--- config.mk ---
export PLATFORM = sky130hd
export DESIGN_NAME = lc3_exec_ctrl
export DESIGN_NICKNAME = d
export VERILOG_FILES = /design/src/rtl/lc3_exec_pkg.sv /design/src/rtl/lc3_exec_decode.sv /design/src/rtl/lc3_exec_ctrl.sv
export SDC_FILE = /design/constraint.sdc
export NUM_CORES = 1
export LEC_CHECK = 0
export CORE_UTILIZATION = 40
export DETAILED_ROUTE_END_ITERATION = 10
export GPL_ROUTABILITY_DRIVEN = 0
export GPL_TIMING_DRIVEN = 0
export PLACE_DENSITY = 0.76
export SLEW_MARGIN = 20
export SYNTH_ARGS = -nofsm -noshare
export SYNTH_HDL_FRONTEND = slang
export SYNTH_HIERARCHICAL = 1
export SYNTH_SLANG_ARGS = --single-unit
export TNS_END_PERCENT = 100
--- constraint.sdc ---
create_clock -name CLK -period 3.45 [get_ports CLK]
set_input_delay 0.69 -clock CLK [delete_from_list [all_inputs] [get_ports CLK]]
set_output_delay 0.69 -clock CLK [all_outputs]
set_load 0.1 [all_outputs]
--- src/rtl/lc3_exec_pkg.sv ---
// Shared types and constants for the LC-3 operate-instruction execute sequencer.
// State encoding, LC-3 opcodes and the ALU opcode map driven on ALU_CONTROL.
package lc3_exec_pkg;

  typedef enum logic [2:0] {
    S_IDLE,
    S_READ,
    S_EXEC,
    S_WB,
    S_ERR
  } state_e;

  localparam logic [3:0] OP_ADD = 4'b0001;
  localparam logic [3:0] OP_AND = 4'b0101;
  localparam logic [3:0] OP_NOT = 4'b1001;

  localparam logic [3:0] ALU_ADD   = 4'h0;
  localparam logic [3:0] ALU_AND   = 4'h1;
  localparam logic [3:0] ALU_NOT   = 4'h2;
  localparam logic [3:0] ALU_PASSA = 4'h3;

endpackage

--- src/rtl/lc3_exec_decode.sv ---
// Combinational opcode decode: op -> {legal, alu_ctrl, uses_imm}.
// uses_imm marks opcodes whose IR[5] selects the immediate operand.
import lc3_exec_pkg::*;

module lc3_exec_decode (
  input  logic [3:0] op,
  output logic       legal,
  output logic [3:0] alu_ctrl,
  output logic       uses_imm
);

  always_comb begin
    legal    = 1'b0;
    alu_ctrl = ALU_PASSA;
    uses_imm = 1'b0;
    unique case (1'b1)
      (op == OP_ADD): begin
        legal    = 1'b1;
        alu_ctrl = ALU_ADD;
        uses_imm = 1'b1;
      end
      (op == OP_AND): begin
        legal    = 1'b1;
        alu_ctrl = ALU_AND;
        uses_imm = 1'b1;
      end
      (op == OP_NOT): begin
        legal    = 1'b1;
        alu_ctrl = ALU_NOT;
      end
      default: ;
    endcase
  end

endmodule

--- src/rtl/lc3_exec_ctrl.sv ---
// LC-3 ADD/AND/NOT execute sequencer: IDLE->READ->EXEC->WB, illegal opcodes via ERR.
// Ports: decode handshake (IN_*), RF read/write, ALU mux/op, CC, DONE/ILLEGAL strobes.
// Define LC3_EXEC_PERF_EN to add RETIRED_CNT and saturating ILLEGAL_CNT outputs.
import lc3_exec_pkg::*;

module lc3_exec_ctrl #(
  parameter int unsigned READ_WAIT = 1,
  parameter logic [2:0]  CC_RESET  = 3'b001
) (
  input  logic        CLK,
  input  logic        RESET_N,
  input  logic        IN_VALID,
  output logic        IN_READY,
  input  logic [15:0] IN_IR,
  output logic [2:0]  SR1_ADDR,
  output logic [2:0]  SR2_ADDR,
  output logic        IS_IMMEDIATE,
  output logic [3:0]  ALU_CONTROL,
  input  logic [15:0] ALU_Y,
  input  logic [2:0]  ALU_NPZ,
  output logic        RF_WE,
  output logic [2:0]  RF_WADDR,
  output logic [15:0] RF_WDATA,
  output logic [2:0]  CC,
  output logic        DONE,
`ifdef LC3_EXEC_PERF_EN
  output logic [15:0] RETIRED_CNT,
  output logic [7:0]  ILLEGAL_CNT,
`endif
  output logic        ILLEGAL
);

  state_e      state_q, state_d;
  logic [15:0] ir_q, ir_d;
  logic [1:0]  cnt_q, cnt_d;
  logic [15:0] wdata_q, wdata_d;
  logic [2:0]  npz_q, npz_d;
  logic [2:0]  cc_q, cc_d;

  logic [3:0]  dec_op;
  logic        dec_legal;
  logic [3:0]  dec_alu;
  logic        dec_imm;
  logic [1:0]  unused_ir;

  // In IDLE the incoming opcode is classified; afterwards IR_q drives decode.
  assign dec_op = (state_q == S_IDLE) ? IN_IR[15:12]
                                      : ir_q[15:12];

  lc3_exec_decode u_dec (
    .op       (dec_op),
    .legal    (dec_legal),
    .alu_ctrl (dec_alu),
    .uses_imm (dec_imm)
  );

  assign SR1_ADDR  = ir_q[8:6];
  assign SR2_ADDR  = ir_q[2:0];
  assign RF_WADDR  = ir_q[11:9];
  assign RF_WDATA  = wdata_q;
  assign CC        = cc_q;
  assign unused_ir = ir_q[4:3];

  always_comb begin
    state_d      = state_q;
    ir_d         = ir_q;
    cnt_d        = cnt_q;
    wdata_d      = wdata_q;
    npz_d        = npz_q;
    cc_d         = cc_q;
    IN_READY     = 1'b0;
    IS_IMMEDIATE = 1'b0;
    ALU_CONTROL  = ALU_PASSA;
    RF_WE        = 1'b0;
    DONE         = 1'b0;
    ILLEGAL      = 1'b0;
    case (state_q)
      S_IDLE: begin
        IN_READY = 1'b1;
        if (IN_VALID) begin
          ir_d    = IN_IR;
          cnt_d   = READ_WAIT[1:0];
          state_d = dec_legal ? S_READ : S_ERR;
        end
      end
      S_READ: begin
        IS_IMMEDIATE = dec_imm & ir_q[5];
        ALU_CONTROL  = dec_alu;
        if (cnt_q != 2'd0) cnt_d = cnt_q - 2'd1;
        else               state_d = S_EXEC;
      end
      S_EXEC: begin
        IS_IMMEDIATE = dec_imm & ir_q[5];
        ALU_CONTROL  = dec_alu;
        wdata_d      = ALU_Y;
        npz_d        = ALU_NPZ;
        state_d      = S_WB;
      end
      S_WB: begin
        IS_IMMEDIATE = dec_imm & ir_q[5];
        ALU_CONTROL  = dec_alu;
        RF_WE        = 1'b1;
        DONE         = 1'b1;
        cc_d         = npz_q;
        state_d      = S_IDLE;
      end
      S_ERR: begin
        ILLEGAL = 1'b1;
        state_d = S_IDLE;
      end
      default: state_d = S_IDLE;
    endcase
  end

  always_ff @(posedge CLK) begin
    if (!RESET_N) begin
      state_q <= S_IDLE;
      ir_q    <= '0;
      cnt_q   <= '0;
      wdata_q <= '0;
      npz_q   <= '0;
      cc_q    <= CC_RESET;
    end else begin
      state_q <= state_d;
      ir_q    <= ir_d;
      cnt_q   <= cnt_d;
      wdata_q <= wdata_d;
      npz_q   <= npz_d;
      cc_q    <= cc_d;
    end
  end

`ifdef LC3_EXEC_PERF_EN
  logic [15:0] ret_q, ret_d;
  logic [7:0]  ill_q, ill_d;

  always_comb begin
    ret_d = ret_q;
    ill_d = ill_q;
    if (DONE) ret_d = ret_q + 16'd1;
    if (ILLEGAL && ill_q != 8'hFF)
      ill_d = ill_q + 8'd1;
  end

  always_ff @(posedge CLK) begin
    if (!RESET_N) begin
      ret_q <= '0;
      ill_q <= '0;
    end else begin
      ret_q <= ret_d;
      ill_q <= ill_d;
    end
  end

  assign RETIRED_CNT = ret_q;
  assign ILLEGAL_CNT = ill_q;
`endif

endmodule
==> implementation parameters <==
Parameter                              Value

Yosys
  Number of flip-flops and latches in the synthesized netlist ... 41
  Instance count of the mapped netlist ... 214
  Combined area of all synthesized cells ... around 1800 um^2
  Area fraction in and, or, nand and nor cells after synthesis ... 0.267
  Post-synth ARST share ... 0
  Most frequently used flop master after synthesis ... sky130_fd_sc_hd__dfxtp_1
  Post-synthesis mux area share ... 0.0480
  Adder-Cell Fraction of Synth Area ... 0.00695
  Xor/xnor share of the synthesized area ... 0
  YS warnings ... 6
  Sequential cell area fraction in the yosys report ... 0.456
  Mean instance size in the synthesized netlist ... 8.41 um^2
  Combinational family with the most area after synthesis ... simple AND/OR/NAND/NOR gates
  Number of enable flip-flop cells after synthesis ... 0
  Compound-gate portion of the synthesized area ... 0.113
  Number of library cell types mapped by synthesis ... 32

Floorplan
  Die Span Y ... 69.1 um
  Area of the die ... about 4800 um^2
  Chip width ... 69.1 um
  Initial core utilization ... 0.416
  Total number of placement rows ... 24
  Number of I/O pins ... 75
  CORE AREA ... around 4300 um^2

Critical path
  Number of cells traversed by the worst register-to-register path ... 8
  Critical-path top delay cell ... sky130_fd_sc_hd__or3_2
  Worst flop-to-flop path startpoint ... state_q[2]$_SDFFE_PN0P_
  Critical Setup Path Class ... reg2out
  Type of element launching the critical path ... flop
  WP data arrival ... between 2000 and 3000 ps
  Slowest stage delay, CP ... about 440 ps
  Largest fanout of any net on the critical path ... 10
  Launching instance or port of the critical path ... state_q[2]$_SDFFE_PN0P_
  Endpoint kind of the worst setup timing path ... output port
  Required arrival time at the worst endpoint ... 2760 ps
  Cells along the critical path ... buf_4 -> nor3_4 -> mux2_2 -> nand2b_4 -> or2_1 -> or3_2 -> buf_2

Global routing
  Number of global-route vias before repair ... 1531
  Wire length of the first global-routing pass ... 6820 um
  Largest net degree at the start of global routing ... 14
  Global-route usage over all layers ... 0.178
  Aggregate global routing overflow ... 0
  Antenna violations before repair ... 0

Power and ir drop
  Part of the total power dissipated in combinational logic ... 0.562
  Portion of total power attributed to sequential cells ... 0.283
  Maximum ir drop on the vdd rail ... between 200 and 300 uV
  Relative contribution of the clock network to total power ... 0.154
  Total internal power ... about 1.1 mW
  Pwr per Cell Area ... 791 nW/um^2
  NetSw ... 1.02 mW
  Leakage dissipation ... roughly 1.0 nW
  Sw frac ... 0.486

Min path
  Worst hold path type ... reg2reg
  Hold path start ... RF_WDATA[13]$_SDFFE_PN0N_
  Hold path depth ... 2

Timing
  Upper clock frequency limit ... 0.303 GHz
  Max_slew headroom ... 0.329
  Fin. Hold Viols ... 0
  RSZ-0062 raised after global routing ... no
  Transition at the pin with the smallest max-transition slack ... ~1000 ps
  Worst setup skew after layout ... between 9 and 10 ps
  Number of pins exceeding their max-slew limit in the final report ... 0
  Final worst path period need ... approximately 3300 ps
  Worst-case hold slack ... 455 ps
  Final setup violation count ... 0
  Setup TNS ... 0 ps
  Final cycle utilization of the critical path ... 0.955

Clock network
  Clock Sink Count ... around 40
  Setup bufs post-CTS ... 0
  Clock slew at the register clock pins of the worst setup and hold paths ... 80 ps
  Clock buffer count from CTS ... 5
  Clk buf depth ... 2
  CTS tree ... done
  Clock insertion delay at the later pin of the skew report ... 290 ps
  Hold Buf Count CTS ... 0
  Depth of the CTS H-tree ... 2
  Root buf cell ... sky130_fd_sc_hd__clkbuf_8

Routing
  Antenna viol nets, final ... 0
  DR vias ... between 1500 and 2000
  DRC errors left ... 0
  Average wire length per cell after detail routing ... roughly 12 um
  DR pass1 iterations ... 4
  Post-DR vias/cell ... around 4.8
  Sum of routed wire length over all layers ... about 4000 um
  Drt initial violations ... 53

Cells and area
  Layout cells sized above 1 ... 0.157
  Antenna diodes ... 0
  Layout Utilization ... 0.614
  Fill cell count ... approximately 400
  Layout Nets ... roughly 330
  Most frequent cells in the layout ... sky130_fd_sc_hd__nand2_1, sky130_fd_sc_hd__clkdlybuf4s50_1, sky130_fd_sc_hd__dfxtp_1, sky130_fd_sc_hd__a21oi_1, sky130_fd_sc_hd__buf_4
  Layout Area Growth over Synthesis ... 47.5%

Run
  # Max-Cap Violations ... 0

Status
  Result of the run ... finished clean

Placed design
  Detailed placement HPWL ... around 3000 um
  PortBufs ... 70
==> power by group through the flow <==
stage | Combinational [mW] | Sequential, mW | Clock, mW
detailed placement | 1.19 | 0.607 | 0
global placement | 1.18 | 0.603 | 0
floorplan | 0.773 | 0.772 | 0
global route | 1.25 | 0.608 | 0.354
finish | 1.18 | 0.595 | 0.324
CTS | 1.19 | 0.596 | 0.333
==> critical path, delay by kind of cell (launching register included) <==
kind | cells | cell delay (ps)
simple gates | 4 | 1080
buf+inv | 2 | 500
mux | 1 | 380
flops | 1 | 360
==> cells in the mapped netlist (all sizes together) (2+ instances only) <==
library cell  instances  area share
nand2                67        0.14
dfxtp                41        0.46
a21oi                35       0.097
buf                  21       0.090
nor2                  6       0.013
mux2                  5       0.031
clkbuf                4      0.0083
inv                   4      0.0083
and2                  3       0.010
mux2i                 3       0.017
nand2b                3       0.015
nand3b                3       0.013
nor3                  3       0.017
nor4b                 2       0.022
or2                   2      0.0070
or3                   2      0.0070
==> sequential cells by signal (all words and copies together), names as in the netlist <==
| signal | flops |
|---|---|
| CC | 3 |
| ir_q | 14 |
| npz_q | 3 |
| RF_WDATA | 16 |
| state_q | 3 |
| cnt_q | 2 |
==> per-layer routing <==
metal  up-vias  share of wire  routed length (um)  GRT usage
li1        845              -                   -          -
met1       734           0.44                1780      0.212
met2        53           0.48                1960      0.305
met3         7          0.068                 278     0.0526
met4         0          0.015                  61     0.0567
met5         -              0                   0          0
==> what timing repair did <==
| action | 4_1_cts | 5_1_grt |
|---|---|---|
| endpoints found under the hold margin | 0 | 0 |
| endpoints found under the setup margin | 3 | 1 |
| resized for setup | 12 | 1 |
==> stage by stage <==
step | instance area [um^2] | cells | total power [mW] | setup slack [ps]
6_report | 2650 | 345 | 2.10 | 155
5_1_grt | 2650 | 345 | 2.21 | 68.9
4_1_cts | 2660 | 345 | 2.12 | 4.42
3_5_place_dp | 2570 | 337 | 1.80 | -455
3_3_place_gp | 2570 | 337 | 1.78 | -425
2_1_floorplan | 1810 | 215 | 1.55 | -87.3
==> cell families after synthesis <==
family          count (synthesis)
compound gates                 39
fa+ha+maj                       1
buf+inv                        29
flops                          41
mux                             8
other cells                     1
simple gates                   95
==> final timing paths <==
| path | slack [ps] | endpoint |
|---|---|---|
| setup / recovery | 150 | ALU_CONTROL[0] |
| hold / removal | 450 | RF_WDATA[13]$_SDFFE_PN0N_ |
| setup reg to reg | 1400 | state_q[0]$_SDFFE_PN0P_ |
| hold reg to reg | 450 | RF_WDATA[13]$_SDFFE_PN0N_ |
==> area by class of cell <==
type | instances | area (um^2) | share of cell area
inverter | 4 | 15.0 | 0.00566
buffer | 25 | 176 | 0.0665
timing repair buffer | 70 | 686 | 0.258
tap | 52 | 65.1 | 0.0245
clock buffer | 6 | 82.6 | 0.0311
multi-input combinational | 145 | 795 | 0.299
sequential | 41 | 821 | 0.309
clock inverter | 2 | 13.8 | 0.00519
No activity file was read; power rests on OpenSTA's default activity.
